===== config.mk =====
export PLATFORM = sky130hd
export DESIGN_NAME = sisc_ctrl_mc
export DESIGN_NICKNAME = d
export VERILOG_FILES = /design/src/rtl/sisc_ctrl_mc.sv
export SDC_FILE = /design/constraint.sdc
export NUM_CORES = 1
export LEC_CHECK = 0
export ABC_CLOCK_PERIOD_IN_PS = 2300
export CORE_MARGIN = 1
export CORE_UTILIZATION = 31
export CTS_CLUSTER_DIAMETER = 60
export DETAILED_ROUTE_END_ITERATION = 16
export GPL_TIMING_DRIVEN = 0
export HOLD_SLACK_MARGIN = 0.12
export SETUP_SLACK_MARGIN = 0.4
export SYNTH_ARGS = -nofsm -noshare
export SYNTH_HDL_FRONTEND = slang
export SYNTH_SLANG_ARGS = --single-unit

===== constraint.sdc =====
create_clock -name clk -period 2.3 [get_ports clk]
set_clock_uncertainty 0.15 [all_clocks]
set_input_delay 0.23 -clock clk [delete_from_list [all_inputs] [get_ports clk]]
set_output_delay 0.23 -clock clk [all_outputs]
set_load 0.02 [all_outputs]

===== src/rtl/sisc_ctrl_mc.sv =====
// Multicycle control FSM for the SISC datapath: fetch/decode/execute,
// memory sequencing with req/ack and timeout, two-step SWP writeback,
// resumable HALT and sticky ERROR on memory timeout.
//
// Ports:
//   clk, rst_f           clock, async active-low reset
//   opcode, mm, stat     IR opcode/mode fields and status flags
//   mem_ack, run         memory completion, resume pulse (HALT only)
//   rf_we, wb_sel        register-file write enable / source
//   alu_op, rb_sel       ALU function, read-port-B select
//   pc_sel, br_sel       PC source, branch target mode
//   pc_write, pc_rst     PC write enable / reset
//   ir_load              IR load enable
//   mem_req, mem_we      data-memory request / write
//   halted, err          in HALT / sticky timeout flag
module sisc_ctrl_mc #(
   parameter int OP_W    = 4,
   parameter int CC_W    = 4,
   parameter int ALUOP_W = 2,
   parameter int TIMEOUT = 16
) (
   input  logic               clk,
   input  logic               rst_f,
   input  logic [OP_W-1:0]    opcode,
   input  logic [CC_W-1:0]    mm,
   input  logic [CC_W-1:0]    stat,
   input  logic               mem_ack,
   input  logic               run,
   output logic               rf_we,
   output logic [1:0]         wb_sel,
   output logic [ALUOP_W-1:0] alu_op,
   output logic               rb_sel,
   output logic               pc_sel,
   output logic               br_sel,
   output logic               pc_write,
   output logic               pc_rst,
   output logic               ir_load,
   output logic               mem_req,
   output logic               mem_we,
   output logic               halted,
   output logic               err
);

   localparam int CW = $clog2(TIMEOUT + 1);

   localparam logic [OP_W-1:0] OP_LOD = OP_W'(1);
   localparam logic [OP_W-1:0] OP_STR = OP_W'(2);
   localparam logic [OP_W-1:0] OP_SWP = OP_W'(3);
   localparam logic [OP_W-1:0] OP_BRA = OP_W'(4);
   localparam logic [OP_W-1:0] OP_BRR = OP_W'(5);
   localparam logic [OP_W-1:0] OP_BNE = OP_W'(6);
   localparam logic [OP_W-1:0] OP_BNR = OP_W'(7);
   localparam logic [OP_W-1:0] OP_ALU = OP_W'(8);
   localparam logic [OP_W-1:0] OP_HLT = OP_W'(15);
   localparam logic [CC_W-1:0] MM_IMM = CC_W'(8);

   typedef enum logic [3:0] {
      S_START0, S_START1, S_FETCH, S_DECODE, S_EXECUTE,
      S_MEM, S_WB, S_WB2, S_HALT, S_ERROR
   } state_t;

   state_t          state;
   logic [OP_W-1:0] op_q;
   logic [CC_W-1:0] mm_q;
   logic [CC_W-1:0] mm_v;
   logic [OP_W-1:0] op;
   logic [CW-1:0]   wcnt;
   logic            err_q;

   // DECODE works on the freshly loaded IR; later states use the copy
   // captured when leaving DECODE.
   assign op   = (state == S_DECODE) ? opcode : op_q;
   assign mm_v = (state == S_DECODE) ? mm : mm_q;

   logic is_lod, is_str, is_swp, is_alu, is_hlt;
   logic is_bra, is_brr, is_bne, is_bnr;
   logic is_br, is_exe, cc_hit, taken, imm;

   assign is_lod = (op == OP_LOD);
   assign is_str = (op == OP_STR);
   assign is_swp = (op == OP_SWP);
   assign is_alu = (op == OP_ALU);
   assign is_hlt = (op == OP_HLT);
   assign is_bra = (op == OP_BRA);
   assign is_brr = (op == OP_BRR);
   assign is_bne = (op == OP_BNE);
   assign is_bnr = (op == OP_BNR);
   assign is_br  = is_bra | is_brr | is_bne | is_bnr;
   assign is_exe = is_lod | is_str | is_swp | is_alu;
   assign imm    = (mm_v == MM_IMM);
   assign cc_hit = |(stat & mm_v);
   // Positive-sense branches take on any flag hit, negated ones on none.
   assign taken  = ((is_bra | is_brr) & cc_hit)
                 | ((is_bne | is_bnr) & ~cc_hit);

   always_ff @(posedge clk or negedge rst_f) begin
      if (!rst_f) begin
         state <= S_START0;
         op_q  <= '0;
         mm_q  <= '0;
         wcnt  <= '0;
         err_q <= 1'b0;
      end else begin
         unique case (state)
            S_START0: state <= S_START1;
            S_START1: state <= S_FETCH;
            S_FETCH:  state <= S_DECODE;
            S_DECODE: begin
               op_q <= opcode;
               mm_q <= mm;
               if (is_hlt)      state <= S_HALT;
               else if (is_exe) state <= S_EXECUTE;
               else             state <= S_FETCH;
            end
            S_EXECUTE: begin
               wcnt <= '0;
               if (is_lod | is_str) state <= S_MEM;
               else                 state <= S_WB;
            end
            S_MEM: begin
               // An ack on the last allowed cycle still completes.
               if (mem_ack) begin
                  wcnt  <= '0;
                  state <= is_str ? S_FETCH : S_WB;
               end else if (wcnt == CW'(TIMEOUT - 1)) begin
                  err_q <= 1'b1;
                  state <= S_ERROR;
               end else begin
                  wcnt <= wcnt + CW'(1);
               end
            end
            S_WB:   state <= is_swp ? S_WB2 : S_FETCH;
            S_WB2:  state <= S_FETCH;
            S_HALT: if (run) state <= S_FETCH;
            S_ERROR: state <= S_ERROR;
            default: state <= S_START0;
         endcase
      end
   end

   always_comb begin
      rf_we    = 1'b0;
      wb_sel   = 2'd0;
      alu_op   = '0;
      rb_sel   = 1'b0;
      pc_sel   = 1'b0;
      br_sel   = 1'b0;
      pc_write = 1'b0;
      pc_rst   = 1'b0;
      ir_load  = 1'b0;
      mem_req  = 1'b0;
      mem_we   = 1'b0;
      halted   = 1'b0;
      err      = err_q;
      unique case (state)
         S_START0: pc_rst = 1'b1;
         S_FETCH: begin
            ir_load  = 1'b1;
            pc_write = 1'b1;
         end
         S_DECODE: begin
            br_sel = is_brr | is_bnr;
            if (is_br && taken) begin
               pc_sel   = 1'b1;
               pc_write = 1'b1;
            end
         end
         S_EXECUTE: begin
            if (is_alu) alu_op = imm ? ALUOP_W'(1) : ALUOP_W'(0);
            else        alu_op = imm ? ALUOP_W'(3) : ALUOP_W'(2);
         end
         S_MEM: begin
            mem_req = 1'b1;
            mem_we  = is_str;
            rb_sel  = is_str;
         end
         S_WB: begin
            rf_we = 1'b1;
            if (is_lod)      wb_sel = 2'd1;
            else if (is_swp) wb_sel = 2'd2;
            else             wb_sel = 2'd0;
         end
         S_WB2: begin
            rf_we  = 1'b1;
            wb_sel = 2'd3;
         end
         S_HALT: halted = 1'b1;
         default: ;
      endcase
   end

endmodule


# --- Yosys cells after proc, flatten, opt, wreduce, memory -nomap -nowiden ---
# Index checks and enable logic that the tools add are counted.
totals:
  reg_bits: 18
  latch_bits: 0
  ramBits: 0
  mem_bits_ro: 0
  input_bits: 16
  out_inout_bits: 15
  wordCells: 83
  memories: 0
op_classes:
  add_sub_neg: 1
  n_mul: 0
  div: 0
  magnitude_cmp: 0
  n_eq_ne: 23
  shift: 0
  mux: 31
  bitwise: 14
  reduce_logical: 9
ops:
  columns: ["operator", "n"]
  rows:
  - ["$pmux 4 s9", 1]
  - ["$eq 4x3->1 const B", 8]
  - ["$mux 4", 6]
  - ["$eq 4x4->1 const B", 5]
  - ["$eq 4x2->1 const B", 4]
  - ["$mux 1", 11]
  - ["$mux 2", 5]
  - ["$mux 5", 2]
  - ["$pmux 5 s2", 1]
  - ["$mux 3", 3]
  - ["$or 1x1->1", 9]
  - ["$eq 4x1->1 const B", 2]
  - ["$ne 3x3->1 const B", 2]
  - ["$add 5x1->5 const B", 1]
  - ["$eq 5x4->1 const B", 1]
  - ["$and 4x4->4", 1]
  - ["$logic_not 4->1", 1]
  - ["$pmux 2 s2", 1]
  - ["$reduce_and 2->1", 2]
  - ["$reduce_or 2->1", 2]
  - ["$reduce_or 4->1", 1]
  - ["$reduce_and 3->1", 1]
  - ["$and 1x1->1", 2]
  - ["$ne 2x2->1 const B", 1]
  - ["other kinds (4)", 5]

# --- Depth between registers and ports, before layout ---
logic_depth:
  ltp_word: 10
  ltp_mapped: 7
  mapped_depth_nobuf: 7

# --- Worst setup path after synthesis ---
# Ideal clock, no wire load.
synth_path:
  path_type: "flip-flop to output port"
  start: "register state[2]"
  end: "output port alu_op[0]"
  t_arrival_ns: 1.832
  required_time_ns: 1.920
  path_slack_ns: 0.088
  stages_incl_launch_ff: 6
  path_buffers: 2
  path_cell_list: "dfrtp_1 > and4bb_1 > buf_6 > buf_2 > mux2_2 > nor3_1"
synth_via:
  elab_chain_cells: 6
  elab_cells_between_ends: 10
  classes_between: "eq/ne (4); mux (6)"
synth_lines:
  columns: ["item", "line", "rtl"]
  rows:
  - ["start: declaration", "62", "state_t state;"]
  - ["start signal: assignment", "124", "state <= is_str ? S_FETCH : S_WB;"]
  - ["start signal: assignment", "132", "S_WB: state <= is_swp ? S_WB2 : S_FETCH;"]
  - ["$eq 4x2->1 *", "73", "assign mm_v = (state == S_DECODE) ? mm : mm_q;"]
  - ["$mux 4 *", null, null]
  - ["via mm_v[1]", "65", "logic [CC_W-1:0] mm_v;"]
  - ["$eq 4x4->1 *", "90", "assign imm = (mm_v == MM_IMM);"]
  - ["$mux 1", "169, 170", null]
  - ["$mux 2 *", "169", "if (is_alu) alu_op = imm ? ALUOP_W'(1) : ALUOP_W'(0);"]
  - ["$mux 2 *", "155", "unique case (state)"]
  - ["end: declaration", "31", "output logic [ALUOP_W-1:0] alu_op,"]
# Mark *: on every way through the listed nets, which the timed path passes. The rest lies on a longest branch.

# --- Worst setup path after layout ---
layout_path:
  start: "register state[2]"
  end: "output port pc_write"
layout_via:
  elab_chain_cells: 10
  elab_cells_between_ends: 21
  classes_between: "eq/ne (6); mux (4); bitwise (9); reduce/logical (2)"
layout_lines:
  columns: ["item", "line", "rtl"]
  rows:
  - ["$eq 4x2->1", "72, 73, 155", null]
  - ["$mux 4", null, null]
  - ["$and 4x4->4", "91", "assign cc_hit = |(stat & mm_v);"]
  - ["$reduce_or 4->1", "91", null]
  - ["$not 1->1", "94", "| ((is_bne | is_bnr) & ~cc_hit);"]
  - ["$and 1x1->1", "94", null]
  - ["$or 1x1->1", "94", null]
  - ["$logic_and 1x1->1", "163", "if (is_br && taken) begin"]
  - ["$mux 1", "163", null]
  - ["$pmux 1 s2 *", "155", null]
  - ["end: declaration", "35", "output logic pc_write,"]
# Every way passes the cells marked *; elsewhere a longest branch is shown, timed or not.

==> insert_results.sql <==
INSERT INTO impl_metrics (metric_group, metric, value, unit) VALUES
('power', 'clock_power_share', '0.111', ''),
('place', 'place.port_buffers', '30', ''),
('drt', 'drt_first_pass_iters', '4', ''),
('finish', 'layout-area-overhead-vs-synth', '60.1', '%'),
('setup_path', 'reg2reg_start', 'wcnt[0]$_DFFE_PN0P_', ''),
('timing', 'final_hold_viol_count', '0', ''),
('grt', 'grt_pass1_vias', '1221', ''),
('drt', 'post_detailed_route_wirelength_per_cell', '14.3', 'µm'),
('grt', 'grt_first_pass_wirelength', '5640', 'µm'),
('synth', 'synth-main-ff-cell', 'sky130_fd_sc_hd__dfrtp_1', ''),
('floorplanning', 'design.core.area', '3690', 'µm²'),
('grt', 'globalRouteTotalUtil', '0.177', ''),
('synth', 'netlist_area', '1200', 'µm²'),
('drt', 'finalWirelength', '3400', 'µm'),
('flow_run', 'cap_violations', '0', ''),
('floorplanning', 'dieHeight', '64.3', 'µm'),
('timing', 'timing.max_slew.rel_slack', '0.453', ''),
('synth', 'ys_warn_count', '0', ''),
('timing', 'report.final.slew_viol_count', '0', ''),
('clock_network', 'ctsRootBufferMaster', 'sky130_fd_sc_hd__clkbuf_8', ''),
('place', 'place.gp.congestion', '0.826', ''),
('power', 'power_density_over_the_cells', '1240', 'nW/µm²'),
('power', 'ir_worst_vdd', '0.428', 'mV'),
('clock_network', 'worstSkewPairLatency', '0.26', 'ns'),
('synth', 'synth_top_area_cell', 'sky130_fd_sc_hd__dfrtp_1', ''),
('timing', 'setup-violations-final', '3', ''),
('timing', 'grt_setup_unrepaired', 'yes', ''),
('clock_network', 'cts_buffers', '3', ''),
('place', 'place.detailed.hpwl', '2420', 'µm'),
('synth', 'post_synth_main_area_contributors', 'sky130_fd_sc_hd__dfrtp_1 (37%), sky130_fd_sc_hd__mux2_2 (6.5%), sky130_fd_sc_hd__nand2_1 (5.3%)', ''),
('synth', 'synth_fp_nets', '157', ''),
('finish', 'antenna_cells_inserted', '0', ''),
('power', 'seqPwrFrac', '0.234', ''),
('power', 'total_switching_power', '0.996', 'mW'),
('finish', 'regArea', '452', 'µm²'),
('synth', 'asyncSetResetFlopFracSynth', '1.00', ''),
('power', 'leakagePower', '0.840', 'nW'),
('synth', 'yosysMostFrequentCell', 'sky130_fd_sc_hd__dfrtp_1', ''),
('power', 'cellInternalPower', '1.39', 'mW'),
('setup_path', 'worst_ep_required_time', '1.92', 'ns'),
('timing', 'final_critical_path_required_period', '2.44', 'ns'),
('place', 'post_dp_cell_area', '1610', 'µm²'),
('grt', 'antenna_found_initial', '0', ''),
('synth', 'post_synth.cell_area_avg', '8.67', 'µm²'),
('synth', 'post_synth_inst_count', '139', ''),
('setup_path', 'timing_worst_setup_path_type', 'reg2out', ''),
('timing', 'final.setup.worst_slack', '-0.143', 'ns'),
('floorplanning', 'io_pins', '31', ''),
('setup_path', 'worst_setup_path_end_kind', 'output pin', ''),
('clock_network', 'clock_sink_count', '18', ''),
('floorplanning', 'row_count', '22', ''),
('synth', 'synth_cell_type_count', '44', ''),
('floorplanning', 'start_util', '0.327', ''),
('status', 'violations', 'negative setup slack', ''),
('setup_path', 'reg2regPathDepth', '7', ''),
('clock_network', 'tritoncts', 'yes', ''),
('grt', 'pin_count_of_the_biggest_net_entering_global_routing', '19', ''),
('setup_path', 'worstPathArrival', '2.06', 'ns'),
('finish', 'layout.cell_area.non_filler', '1930', 'µm²'),
('drt', 'drt-initial-drc-count', '59', ''),
('synth', 'ys_seq_area_frac', '0.374', ''),
('status', 'run_status', 'complete, but fails checks', ''),
('power', 'switching_share', '0.418', ''),
('synth', 'synth_commonest_cells', 'sky130_fd_sc_hd__dfrtp_1 (18), sky130_fd_sc_hd__nand2_1 (17), sky130_fd_sc_hd__nor2_1 (13), sky130_fd_sc_hd__inv_1 (11), sky130_fd_sc_hd__o21ai_0 (9)', ''),
('clock_network', 'cts.reportedPaths.clkPinSlew', '0.07', 'ns'),
('clock_network', 'cts_hold_buffers', '0', ''),
('setup_path', 'critical_path_peak_fanout', '5', ''),
('synth', 'synth_seq_cells', '18', ''),
('synth', 'yosysTopAreaCellShare', '0.374', ''),
('finish', 'multi_input_comb_area', '835', 'µm²'),
('finish', 'final_nets', '208', '');
-- critical path: stages (launching register included) --
cell and delay [ns]:
sky130_fd_sc_hd__dfrtp_1 0.38, sky130_fd_sc_hd__and4bb_2 0.34, sky130_fd_sc_hd__buf_6 0.14, sky130_fd_sc_hd__mux2i_1 0.09
sky130_fd_sc_hd__nor4_2 0.30, sky130_fd_sc_hd__xor2_1 0.21, sky130_fd_sc_hd__buf_4 0.14, sky130_fd_sc_hd__o22ai_2 0.05
sky130_fd_sc_hd__buf_6 0.14
-- registers in the layout, indices dropped and copies added, names as in the netlist --
name / cells
wcnt: 5
mm_q: 4
op_q: 4
state: 4
err: 1
-- power groups by stage --
| stage | clock network (mW) | registers [mW] | logic [mW] |
|---|---|---|---|
| after floorplan | 0 | 0.532 | 0.825 |
| after global placement | 0 | 0.556 | 1.10 |
| after detailed placement | 0 | 0.562 | 1.12 |
| after CTS | 0.271 | 0.545 | 1.40 |
| after global routing | 0.284 | 0.574 | 1.69 |
| final | 0.264 | 0.557 | 1.56 |
-- area by class of cell --
class,instances,area share
Buffer,7,0.0337
Clock buffer,4,0.0285
Inverter,11,0.0214
Multi-Input combinational cell,103,0.433
Sequential cell,18,0.234
Tap cell,48,0.0311
Timing Repair Buffer,46,0.219
-- layer usage --
layer  up-vias  wire, µm  track usage
met5         -         0            0
met2        35      1650        0.286
met4         0        53       0.0667
met3         6       173       0.0429
met1       573      1510        0.226
li1        606         -            -
-- layout by cell type, fill, tap and decap left out, drive strengths merged, types with 2 or more instances in the layout --
cell           Yosys  layout
buf                4      35
dfrtp             18      18
nand2             17      17
clkdlybuf4s50      0      16
nor2              13      13
inv               11      11
o21ai              9       9
mux2               7       7
clkbuf             3       6
nor3               6       6
a21oi              5       5
mux2i              4       4
nand3              4       4
xor2               3       3
and4bb             2       2
nor4               2       2
a31oi              2       2
nor4b              2       2
nand2b             2       2
or3                2       2
o2111ai            2       2
ha                 2       2
-- stage by stage --
step	power [mW]	setup WS [ns]	utilization	hold WS (ns)
finish	2.39	-0.143	0.523	0.292
global route	2.55	-0.203	0.523	0.358
floorplan	1.36	0.314	-	-0.216
detailed placement	1.68	-0.309	0.436	0.323
CTS	2.21	-0.140	0.492	0.333
global placement	1.66	-0.311	0.436	0.314
-- cells by family (layout without fill, tap and decap cells) --
group / after synthesis / count (layout) / synth area share
AOI/OAI and AO/OA: 31 / 31 / 0.173
xor gates and xnor gates: 3 / 3 / 0.0218
adders and majority gates: 2 / 2 / 0.0208
buffers and inverters: 18 / 68 / 0.0675
DFF: 18 / 18 / 0.374
muxes: 11 / 11 / 0.0987
and+or+nand+nor: 56 / 56 / 0.244
-- worst max path at each step --
stage | start | endpoint | slack (ns) | cells after the start
after floorplan | state[0]$_DFFE_PN0P_ | rb_sel | 0.31 | 7
after global placement | state[0]$_DFFE_PN0P_ | pc_write | -0.31 | 7
after detailed placement | state[0]$_DFFE_PN0P_ | alu_op[0] | -0.31 | 6
after CTS | state[3]$_DFFE_PN0P_ | pc_write | -0.14 | 8
after global routing | state[2]$_DFFE_PN0P_ | pc_write | -0.20 | 8
final | state[2]$_DFFE_PN0P_ | pc_write | -0.14 | 8
-- what timing repair did --
item                                    in CTS  in global routing
endpoints found under the setup margin      23                 22
pin swaps                                    4                  6
gates resized for setup                     85                 36
cloned                                       1                  0
buffers inserted                            11                  4
No activity file was read; power rests on OpenSTA's default activity.
